## src/rtl/lif_tdm_scheduler.sv

```systemverilog
// Time-multiplexed weighted-LIF controller: one shared update datapath sweeps a
// feed-forward chain of NUM_NEURONS virtual neurons, one neuron per cycle per tick.
module lif_tdm_scheduler #(
  parameter int         NUM_NEURONS    = 4,
  parameter int         IDX_W          = 4,
  parameter logic [7:0] THRESHOLD      = 8'd200,
  parameter logic [7:0] INIT_WEIGHT    = 8'd255,
  parameter bit         RESET_ON_SPIKE = 1'b1
) (
  input  logic                   clk,
  input  logic                   rst_n,
  input  logic                   ena,
  input  logic                   tick_i,
  input  logic [7:0]             cur_i,
  output logic                   busy_o,
  output logic                   done_o,
  output logic                   tick_drop_o,
  output logic [NUM_NEURONS-1:0] spike_o,
  input  logic                   cfg_we,
  input  logic [IDX_W-1:0]       cfg_addr,
  input  logic [7:0]             cfg_wdata,
  output logic                   cfg_err_o,
  input  logic [IDX_W-1:0]       rd_addr,
  output logic [7:0]             rd_data
);

  localparam int               PW       = (NUM_NEURONS > 1) ? $clog2(NUM_NEURONS) : 1;
  localparam logic [IDX_W:0]   N_EXT    = (IDX_W+1)'(NUM_NEURONS);
  localparam logic [IDX_W-1:0] LAST_IDX = IDX_W'(NUM_NEURONS - 1);

  typedef enum logic [1:0] {
    S_IDLE  = 2'd0,
    S_SWEEP = 2'd1,
    S_DONE  = 2'd2
  } state_e;

  state_e                 st_q, st_d;
  logic [IDX_W-1:0]       idx_q, idx_d;
  logic [7:0]             cur_q, cur_d;
  logic [7:0]             prev_q, prev_d;
  logic [NUM_NEURONS-1:0] acc_q, acc_d;
  logic [NUM_NEURONS-1:0] spike_q, spike_d;
  logic                   busy_q, busy_d;
  logic                   done_q, done_d;
  logic                   drop_q, drop_d;
  logic                   cerr_q, cerr_d;
  logic                   mem_we, wgt_we;

  logic [7:0] mem_q [NUM_NEURONS];
  logic [7:0] wgt_q [NUM_NEURONS];

  logic [PW-1:0] cur_idx;
  logic [7:0]    in_val, wtd, nxt, wb_val;
  logic [15:0]   prod;
  logic [8:0]    sum;
  logic          spk;

  always_comb begin
    cur_idx = idx_q[PW-1:0];
    if (idx_q == {IDX_W{1'b0}}) begin
      in_val = cur_q;
    end else begin
      in_val = prev_q;
    end
    prod = {8'd0, in_val} * {8'd0, wgt_q[cur_idx]};
    wtd  = 8'(prod >> 8);
    sum  = {1'b0, wtd} + {2'b00, mem_q[cur_idx][7:1]};
    if (sum[8]) begin
      nxt = 8'hFF;
    end else begin
      nxt = sum[7:0];
    end
    spk = (nxt >= THRESHOLD);
    if (spk && RESET_ON_SPIKE) begin
      wb_val = 8'd0;
    end else begin
      wb_val = nxt;
    end
  end

  always_comb begin
    st_d    = st_q;
    idx_d   = idx_q;
    cur_d   = cur_q;
    prev_d  = prev_q;
    acc_d   = acc_q;
    spike_d = spike_q;
    drop_d  = 1'b0;
    cerr_d  = 1'b0;
    mem_we  = 1'b0;
    wgt_we  = 1'b0;
    if (ena) begin
      case (st_q)
        S_IDLE: begin
          if (tick_i) begin
            st_d   = S_SWEEP;
            cur_d  = cur_i;
            idx_d  = {IDX_W{1'b0}};
            acc_d  = {NUM_NEURONS{1'b0}};
            prev_d = mem_q[0];
          end else begin
            st_d = S_IDLE;
          end
        end
        S_SWEEP: begin
          mem_we         = 1'b1;
          acc_d[cur_idx] = spk;
          // Old state of this neuron feeds the next one before it is overwritten.
          prev_d         = mem_q[cur_idx];
          drop_d         = tick_i;
          if (idx_q == LAST_IDX) begin
            st_d = S_DONE;
          end else begin
            idx_d = idx_q + IDX_W'(1);
          end
        end
        S_DONE: begin
          spike_d = acc_q;
          drop_d  = tick_i;
          st_d    = S_IDLE;
        end
        default: begin
          st_d = S_IDLE;
        end
      endcase
      if (cfg_we) begin
        if ((st_q == S_IDLE) && ({1'b0, cfg_addr} < N_EXT)) begin
          wgt_we = 1'b1;
        end else begin
          cerr_d = 1'b1;
        end
      end else begin
        cerr_d = 1'b0;
      end
    end else begin
      st_d = st_q;
    end
    busy_d = (st_d != S_IDLE);
    done_d = (st_d == S_DONE);
  end

  always_ff @(posedge clk) begin
    if (!rst_n) begin
      st_q    <= S_IDLE;
      idx_q   <= {IDX_W{1'b0}};
      cur_q   <= 8'd0;
      prev_q  <= 8'd0;
      acc_q   <= {NUM_NEURONS{1'b0}};
      spike_q <= {NUM_NEURONS{1'b0}};
      busy_q  <= 1'b0;
      done_q  <= 1'b0;
      drop_q  <= 1'b0;
      cerr_q  <= 1'b0;
    end else begin
      st_q    <= st_d;
      idx_q   <= idx_d;
      cur_q   <= cur_d;
      prev_q  <= prev_d;
      acc_q   <= acc_d;
      spike_q <= spike_d;
      busy_q  <= busy_d;
      done_q  <= done_d;
      drop_q  <= drop_d;
      cerr_q  <= cerr_d;
    end
  end

  always_ff @(posedge clk) begin
    if (!rst_n) begin
      for (int i = 0; i < NUM_NEURONS; i++) begin
        mem_q[i] <= 8'd0;
      end
    end else if (mem_we) begin
      mem_q[cur_idx] <= wb_val;
    end
  end

  always_ff @(posedge clk) begin
    if (!rst_n) begin
      for (int i = 0; i < NUM_NEURONS; i++) begin
        wgt_q[i] <= INIT_WEIGHT;
      end
    end else if (wgt_we) begin
      wgt_q[cfg_addr[PW-1:0]] <= cfg_wdata;
    end
  end

  always_comb begin
    if ({1'b0, rd_addr} < N_EXT) begin
      rd_data = mem_q[rd_addr[PW-1:0]];
    end else begin
      rd_data = 8'd0;
    end
  end

  assign busy_o      = busy_q;
  assign done_o      = done_q;
  assign tick_drop_o = drop_q;
  assign spike_o     = spike_q;
  assign cfg_err_o   = cerr_q;

endmodule
```

## config.mk

```make
export PLATFORM = sky130hd
export DESIGN_NAME = lif_tdm_scheduler
export DESIGN_NICKNAME = d
export VERILOG_FILES = /design/src/rtl/lif_tdm_scheduler.sv
export SDC_FILE = /design/constraint.sdc
export NUM_CORES = 1
export LEC_CHECK = 0
export ABC_AREA = 1
export CORE_AREA = 5 5 126 128
export CTS_CLUSTER_SIZE = 28
export DETAILED_ROUTE_END_ITERATION = 8
export DIE_AREA = 0 0 131 133
export GPL_TIMING_DRIVEN = 0
export PLACE_DENSITY = 0.69
export SLEW_MARGIN = 20
export SYNTH_ARGS = -nofsm -noshare
export SYNTH_HDL_FRONTEND = slang
export SYNTH_SLANG_ARGS = --single-unit
```

## constraint.sdc

```tcl
create_clock -name clk -period 8.21 [get_ports clk]
set_input_delay 2.0525 -clock clk [delete_from_list [all_inputs] [get_ports clk]]
set_output_delay 2.0525 -clock clk [all_outputs]
set_load 0.02 [all_outputs]
```

* Word-level counts from Yosys, hierarchy flattened *
Memories as Yosys holds them, arrays and structs flattened. A register that Yosys moved wholly into a read port is not among the register bits.
Index checks and enable logic that the tools add are counted.

word-level totals
  register bits = 34
  bits in writable memories = 64
  input port bits = 29
  output and inout bits = 16
  logic and storage cells = 81
  memories kept = 2

operators by class
  add/subtract/negate cells = 2
  multiply operators = 1
  magnitude comparators = 5
  eq/ne operators = 6
  multiplexer cells = 40
  reductions and logical operators = 15

memories
  memory  depth  bits a word  read ports  clocked after memory_dff  write ports  line  text
  mem_q   4      8            3           1                         4            49    logic [7:0] mem_q [NUM_NEURONS];
  wgt_q   4      8            1           1                         4            50    logic [7:0] wgt_q [NUM_NEURONS];

operators with widths
  kind                                                       count
  2-to-1 mux 8 bit                                           7
  2-to-1 mux 1 bit                                           17
  multiplier 8 x 8 -> 16 bit                                 1
  2-to-1 mux 2 bit                                           8
  case mux 4 bit (2 select lines)                            2
  case mux 8 bit (2 select lines)                            1
  OR reduction 8 bit                                         2
  AND reduction 3 bit                                        4
  adder 8 x 7 -> 9 bit                                       1
  greater-or-equal comparator 8 bit (second input constant)  1
  < comparator 4 x 3 -> 1 bit (second input constant)        2
  2-to-1 mux 4 bit                                           2
  adder 4 x 1 -> 4 bit (second input constant)               1
  bitwise mux 4 bit                                          1
  equality test 2 bit (second input constant)                2
  equality test 4 x 2 -> 1 bit (second input constant)       1
  logical NOT 4 bit                                          1
  inequality test 2 bit (second input constant)              2
  case mux 2 bit (2 select lines)                            1
  AND reduction 4 bit                                        1
  nonzero test 2 bit                                         2
  < comparator 2 x 3 -> 1 bit (second input constant)        1
  demux 1 bit (select 2 bit)                                 1
  equality test 2 x 1 -> 1 bit (second input constant)       1
  5 further kinds                                            6

* Logic depth before layout (Yosys ltp) *
Gate-level depths: netlist (run 1).

  word-level depth = 10
  gate-level depth with buffers = 40
  mapped depth without buffers = 39

* Worst setup path after synthesis (run 1) *
Ideal clock, no wire load.

  kind = flip-flop to flip-flop
  start point = register idx_q[0]
  end point = memory mem_q[1][4], data pin
  data arrival time = 6386 ps
  path slack = 1561 ps
  cell stages (with the launch flop) = 32
  buffers on the path = 1
  clock period less this slack = 6649 ps
  path through = dfxtp_1 > inv_1 > ha_1 > nand2_2 > clkbuf_1 > nand2_1 > o21ai_0 > inv_1 > or2_2 > fa_1 > fa_1 > inv_1 > fa_1 > inv_1 > fa_1 > inv_1 > ha_1 > a31oi_1 > xor2_1 > inv_1 > fa_1 > nand3b_1 > nand2_1 > a21oi_1 > o21ai_0 > a21oi_1 > inv_1 > nand3_4 > nand2_4 > nand3_4 > nand3_2 > nor2_1

RTL lines
  item                    line  text
  from (decl)             38    logic [IDX_W-1:0] idx_q, idx_d;
  from (signal assigned)  145   idx_q <= {IDX_W{1'b0}};
  from (signal assigned)  156   idx_q <= idx_d;
  to (decl)               49

==> flow_summary.toml, run 1 <==
[power_and_ir_drop]
pwr_density_cell_nw_per_um2 = 242
report.power.total_uw = 1950
peakVddDrop_uv = 246
p_leak_uw = 0.00347

[synthesis]
postSynthRegisterBits = 100
syn_avg_cell_area_sq_um = 8.32
synth.net_count = 965
proportion_of_synthesized_chip_area_in_sequential_cells = 0.372
synth_warnings = 0
post_synth_num_cell_types = 43
synth_flop_cell = "sky130_fd_sc_hd__edfxtp_1"
postSynthCellCount = 853
mapped_area_sq_um = 7090
postSynth.asyncResetShare = 0
number_of_flops_mapped_to_enable_cells_by_yosys = 64

[layout]
utilization_of_the_core_after_routing = 0.547
seqCellArea_sq_um = 2640
antenna-diode-count = 0
multi_input_combinational_cell_area_sq_um = 3870
design.final.nets = 1019
drive_above_1_share = 0.0680
fill_cells = 1360
area_growth_pct = 13.8

[placement]
port-buffer-count = 42
detailed_place_hpwl_mm = 13.3
placer_s_final_routability_congestion_estimate = 0.876

[floorplan]
floorplan_die_width_microns = 131
core_area_sq_um = 14800
rows = 45
die_h_microns = 133
die_area_sq_um = 17400
initial_core_util = 0.481
num_io_pins = 45

[run_status]
outcome = "complete, no violations"

[cts]
clkTransAtPathRegs_ns = 0.07
max-clock-path-buffers = 2
number_of_h_tree_branching_levels = 3
cts_resized = 0
cts_num_sinks = 100
clock_latency_ns = 0.36
cts_tree = "yes"
clock-root-buffer = "sky130_fd_sc_hd__clkbuf_16"
numCtsBuffers = 9
cts-hold-fix-buffers = 0
post-cts-setup-buffer-count = 0

[global_routing]
largest_net_degree_at_the_start_of_global_routing = 19
track_usage = 0.207
wire_length_of_the_first_global_routing_pass_mm = 28.2
antenna_found_initial = 0
remaining_global_route_overflow = 0
vias_in_the_first_global_route = 5657

[detailed_routing]
avgRoutedWirePerCell_microns = 15.8
routed_wirelength_mm = 17.3
drc = 0
firstDrtPassIters = 5
detailedRoute.firstIterationViolations = 375
drtAntennaViolNets = 0
avgViaCountPerCell = 5.32
dr_total_vias = 5853

[critical_path]
worstSetupStartpointType = "flip-flop"
critPathArrivalTime_ns = 7.73
worst_path_dominant_cell_family = "adder cells"
worst_path_max_delay_cell = "sky130_fd_sc_hd__a32oi_1"
critical_path_buf_inv_count = 6
cp_common_cell = "sky130_fd_sc_hd__fa_1"
setup.worst_path.class = "flip-flop to flip-flop"
critical_path.max_fanout = 10
timing.critical_path.to_type = "flip-flop"
critPathRequiredTime_ns = 8.30
critPathMaxStageDelay_ns = 0.74

[timing]
fmax_ghz = 0.131
slew_violations = 0
min_period_ns = 7.63
max_slew_margin = 0.299
hold_viol_final = 0
period_share = 0.930
hold_ws_ns = 0.458
worst_slew_pin_slew_ns = 1.04
rsz0062_at_grt = "false"
setup-violations-final = 0
finalClockSkew_ns = 0.00799
timing.setup.tns_ns = 0

[job]
drv.max_cap_violation_count = 0

[hold_path]
worst_hold_check_path_type = "flip-flop to flip-flop"
==> cell usage after synthesis (2+ instances only) <==
master	instances	area (sq um)
sky130_fd_sc_hd__nor3_1	4	20.0
sky130_fd_sc_hd__ha_1	47	588
sky130_fd_sc_hd__xor2_1	11	96.3
sky130_fd_sc_hd__o22ai_1	6	37.5
sky130_fd_sc_hd__edfxtp_1	64	1920
sky130_fd_sc_hd__or2_2	12	75.1
sky130_fd_sc_hd__nor3b_1	2	15.0
sky130_fd_sc_hd__buf_1	3	11.3
sky130_fd_sc_hd__nand3_4	3	52.6
sky130_fd_sc_hd__fa_1	36	721
sky130_fd_sc_hd__clkbuf_1	21	78.8
sky130_fd_sc_hd__a31oi_1	9	56.3
sky130_fd_sc_hd__nand3_1	31	155
sky130_fd_sc_hd__o31ai_1	2	15.0
sky130_fd_sc_hd__o21bai_1	2	15.0
sky130_fd_sc_hd__nand3_2	9	90.1
sky130_fd_sc_hd__nand2_4	3	33.8
sky130_fd_sc_hd__xnor2_1	3	26.3
sky130_fd_sc_hd__nand4_1	7	43.8
sky130_fd_sc_hd__nor2_4	2	22.5
sky130_fd_sc_hd__a32o_1	4	40.0
sky130_fd_sc_hd__a32oi_1	2	17.5
sky130_fd_sc_hd__dfxtp_1	36	721
sky130_fd_sc_hd__nand2_1	124	465
sky130_fd_sc_hd__a21oi_1	48	240
sky130_fd_sc_hd__nor2_1	145	544
sky130_fd_sc_hd__nand2_2	9	56.3
sky130_fd_sc_hd__o21ai_0	68	340
sky130_fd_sc_hd__inv_1	124	465
sky130_fd_sc_hd__o211ai_1	3	22.5
==> per-stage QoR <==
| stage | instances | instance area, sq um | setup slack [ns] |
|---|---|---|---|
| 2_1_floorplan | 853 | 7090 | 1.56 |
| 3_3_place_gp | 1083 | 7750 | 0.599 |
| 3_5_place_dp | 1084 | 7770 | 0.583 |
| 4_1_cts | 1100 | 8070 | 0.555 |
| 5_1_grt | 1100 | 8070 | 0.0955 |
| 6_report | 1100 | 8070 | 0.578 |
==> placed cells by master, fill, tap and decap left out, drive strengths merged, types with 9 or more instances in the layout <==
cell,count
dfxtp,36
fa,36
clkdlybuf4s50,42
clkbuf,30
or2,13
a31oi,9
nand3,43
nand2,136
o21ai,69
nor2,148
a21oi,48
xor2,11
inv,129
edfxtp,64
ha,47
==> cell families (layout without fill, tap and decap cells) <==
group | after synthesis | after routing | share of synthesized area
multiplexers | 1 | 1 | 0.00141
AND/OR/NAND/NOR | 355 | 355 | 0.226
flip-flops | 100 | 100 | 0.372
XOR/XNOR | 14 | 14 | 0.0173
buffers and inverters | 152 | 211 | 0.0840
adder cells (fa/ha/maj) | 83 | 83 | 0.184
AO/OA/AOI/OAI | 148 | 148 | 0.115
==> path summary, 6_finish.rpt <==
path | start | endpoint | slack [ns] | cells after the start
setup / recovery | flip-flop | mem_q[2][3] | 0.58 | 29
hold / removal | cur_q[2] | cur_q[2] | 0.46 | 2
setup reg to reg | flip-flop | mem_q[2][3] | 0.58 | 29
hold reg to reg | cur_q[2] | cur_q[2] | 0.46 | 2
==> power breakdown <==
group / total (uW) / internal [uW] / switching (uW)
Clock: 442 / 242 / 200
Sequential: 560 / 551 / 9.27
Combinational: 951 / 345 / 606
Total: 1950 / 1140 / 815
==> worst reg2reg max path: cells and delay by family, from the launching register on <==
kind | cells | cell delay, ns
DFF | 1 | 0.33
AOI/OAI and AO/OA | 6 | 1.59
and+or+nand+nor | 10 | 1.57
buffers and inverters | 6 | 0.67
adders and majority gates | 6 | 2.95
xor gates and xnor gates | 1 | 0.26
==> registers in the layout, summed over array words and instances, names as in the netlist, named ones only <==
name	cells
prev_q	8
cur_q	8
st_q	2
mem_q	32
wgt_q	32
cfg_err_o	1
spike_o	4
done_o	1
acc_q	4
idx_q	4
busy_o	1
tick_drop_o	1
==> final cells by class <==
cell class	instances	share of cell area
multi-input cells	601	0.479
flip-flops and latches	100	0.327
inverters	125	0.0587
repair buffers	43	0.0530
well taps	188	0.0291
clock buffers	9	0.0279
plain buffers	27	0.0150
clock inverters	7	0.0101
==> routing by layer <==
metal	track usage	share of wire
met5	0	0
met4	0.0811	0.034
met3	0.0359	0.049
met2	0.338	0.48
met1	0.271	0.43
Note: power is estimated with default switching activity, not from simulation.
==> run 2, diff against run 1 <==
--- a/config.mk
+++ b/config.mk
@@ -6,6 +6,7 @@
 export NUM_CORES = 1
 export LEC_CHECK = 0
 export ABC_AREA = 1
+export CAP_MARGIN = 20
 export CORE_AREA = 5 5 126 128
 export CTS_CLUSTER_SIZE = 28
 export DETAILED_ROUTE_END_ITERATION = 8
==> run 2 against run 1 <==
Worst setup slack got worse by 0.016 ns. Utilization hardly changed. Sequential share of layout area barely moved. Hold slack is essentially flat. Cell area about the same. Wire length decreased by 0.35%. Fmax fell by 0.21%. Critical path depth is the same. Die area is the same. First-iteration DRC count decreased by 7.2%. Count of clock-buffer cells in the layout is the same. Power about the same. Largest cell class unchanged. Largest power group unchanged.
==> flow_summary.toml, run 2 (same netlist as run 1, synthesis figures left out) <==
[cts]
cts_num_sinks = 100
cts_tree = "yes"
clock_latency_ns = 0.36
clock-root-buffer = "sky130_fd_sc_hd__clkbuf_16"
numCtsBuffers = 9
post-cts-setup-buffer-count = 0
cts-hold-fix-buffers = 0
clkTransAtPathRegs_ns = 0.07
max-clock-path-buffers = 2
cts_resized = 0
number_of_h_tree_branching_levels = 3

[detailed_routing]
avgViaCountPerCell = 5.33
firstDrtPassIters = 5
drc = 0
avgRoutedWirePerCell_microns = 15.7
dr_total_vias = 5865
detailedRoute.firstIterationViolations = 348
drtAntennaViolNets = 0
routed_wirelength_mm = 17.3

[layout]
drive_above_1_share = 0.0690
mostFrequentLayoutCell = "sky130_fd_sc_hd__nor2_1"
mostFrequentLayoutCells = "145 x sky130_fd_sc_hd__nor2_1, 124 x sky130_fd_sc_hd__inv_1, 124 x sky130_fd_sc_hd__nand2_1"
fill_cells = 1360
antenna-diode-count = 0
layout_top_registers = "mem_q (32), wgt_q (32)"
design.final.nets = 1020
area_growth_pct = 13.9

[global_routing]
largest_net_degree_at_the_start_of_global_routing = 19
grt.met2_usage = 0.338
vias_in_the_first_global_route = 5657
track_usage = 0.207
gr-max-usage-layer = "met2"
antenna_found_initial = 0
met1_usage = 0.271
grt_use_met3 = 0.0359
wire_length_of_the_first_global_routing_pass_mm = 28.2
remaining_global_route_overflow = 0

[floorplan]
initial_core_util = 0.481
die_h_microns = 133
floorplan_die_width_microns = 131
rows = 45
num_io_pins = 45
core_area_sq_um = 14800
die_area_sq_um = 17400

[timing]
setup-violations-final = 0
fmax_ghz = 0.131
min_period_ns = 7.65
timing.setup.tns_ns = 0
worst_slew_pin_slew_ns = 0.902
slew_violations = 0
max_slew_margin = 0.399
finalClockSkew_ns = 0.00981
period_share = 0.932
rsz0062_at_grt = "false"
hold_viol_final = 0

[critical_path]
worst_path_max_delay_cell = "sky130_fd_sc_hd__a32oi_1"
timing.critical_path.to_type = "flip-flop"
critical_path.max_fanout = 10
critPathMaxStageDelay_ns = 0.75
critPathRequiredTime_ns = 8.30
worst_path_dominant_cell_family = "adder cells"
critical_path_buf_inv_count = 7
critPathArrivalTime_ns = 7.74
setup.worst_path.class = "flip-flop to flip-flop"
worstSetupStartpointType = "flip-flop"

[power_and_ir_drop]
report.power.total_uw = 1950
p_leak_uw = 0.00347
sw_frac = 0.417
seq_power_share = 0.287
power.share.clock = 0.226
power.internal_uw = 1140
peakVddDrop_uv = 245
comb_power_share = 0.487
pwr_density_cell_nw_per_um2 = 242
switching_power_uw = 815

[hold_path]
worst_hold_check_path_type = "flip-flop to flip-flop"

[placement]
detailed_place_hpwl_mm = 13.3
port-buffer-count = 42
placer_s_final_routability_congestion_estimate = 0.876

[job]
drv.max_cap_violation_count = 0

[run_status]
outcome = "complete, no violations"
==> run 2: cell count changes in the layout (fill, tap and decap cells not counted) <==
cell                    delta
sky130_fd_sc_hd__buf_2     +1
==> run 2: power groups by stage <==
| stage | clock (uW) | sequential (uW) | combinational, uW |
|---|---|---|---|
| floorplan | 0 | 568 | 732 |
| global placement | 0 | 571 | 932 |
| detailed placement | 0 | 571 | 935 |
| CTS | 444 | 560 | 950 |
| global route | 467 | 562 | 1080 |
| finish | 442 | 560 | 950 |
==> run 2: metal layers <==
metal	vias up	part of all wire
met2	191	0.49
li1	2896	-
met4	0	0.032
met1	2743	0.43
met5	-	0
met3	35	0.055
==> run 2: final cells by class <==
class,instances,area [sq um],share of cell area
tap,188,235,0.0291
sequential,100,2640,0.327
clock inverter,7,81.3,0.0101
clock buffer,9,225,0.0279
multi-input combinational,601,3870,0.479
timing repair buffer,44,433,0.0536
buffer,27,121,0.0150
inverter,125,474,0.0587
==> run 2: through the flow <==
step                      instance area (sq um)  utilization  setup WS (ns)  hold WS (ns)  instances
after floorplan                            7090            -           1.56         0.425        853
after global placement                     7750        0.525          0.599         0.445       1083
after detailed placement                   7770        0.527          0.583         0.450       1084
after CTS                                  8070        0.547          0.555         0.460       1100
after global routing                       8080        0.548         0.0955         0.490       1101
final                                      8080        0.548          0.561         0.458       1101
==> run 2: worst register-to-register path: cells and delay by family, from the launching register on <==
| kind | cells | cell delay [ns] |
|---|---|---|
| xor+xnor | 1 | 0.26 |
| fa+ha+maj | 6 | 2.88 |
| compound gates | 5 | 1.54 |
| flops | 1 | 0.33 |
| buf+inv | 7 | 0.78 |
| simple gates | 10 | 1.57 |
==> run 2: worst paths after layout <==
kind         slack [ns]      start           to  cells after the start
max reg2reg        0.56  flip-flop  mem_q[1][5]                     29
max                0.56  flip-flop  mem_q[1][5]                     29
min reg2reg        0.46   cur_q[2]     cur_q[2]                      2
min                0.46   cur_q[2]     cur_q[2]                      2
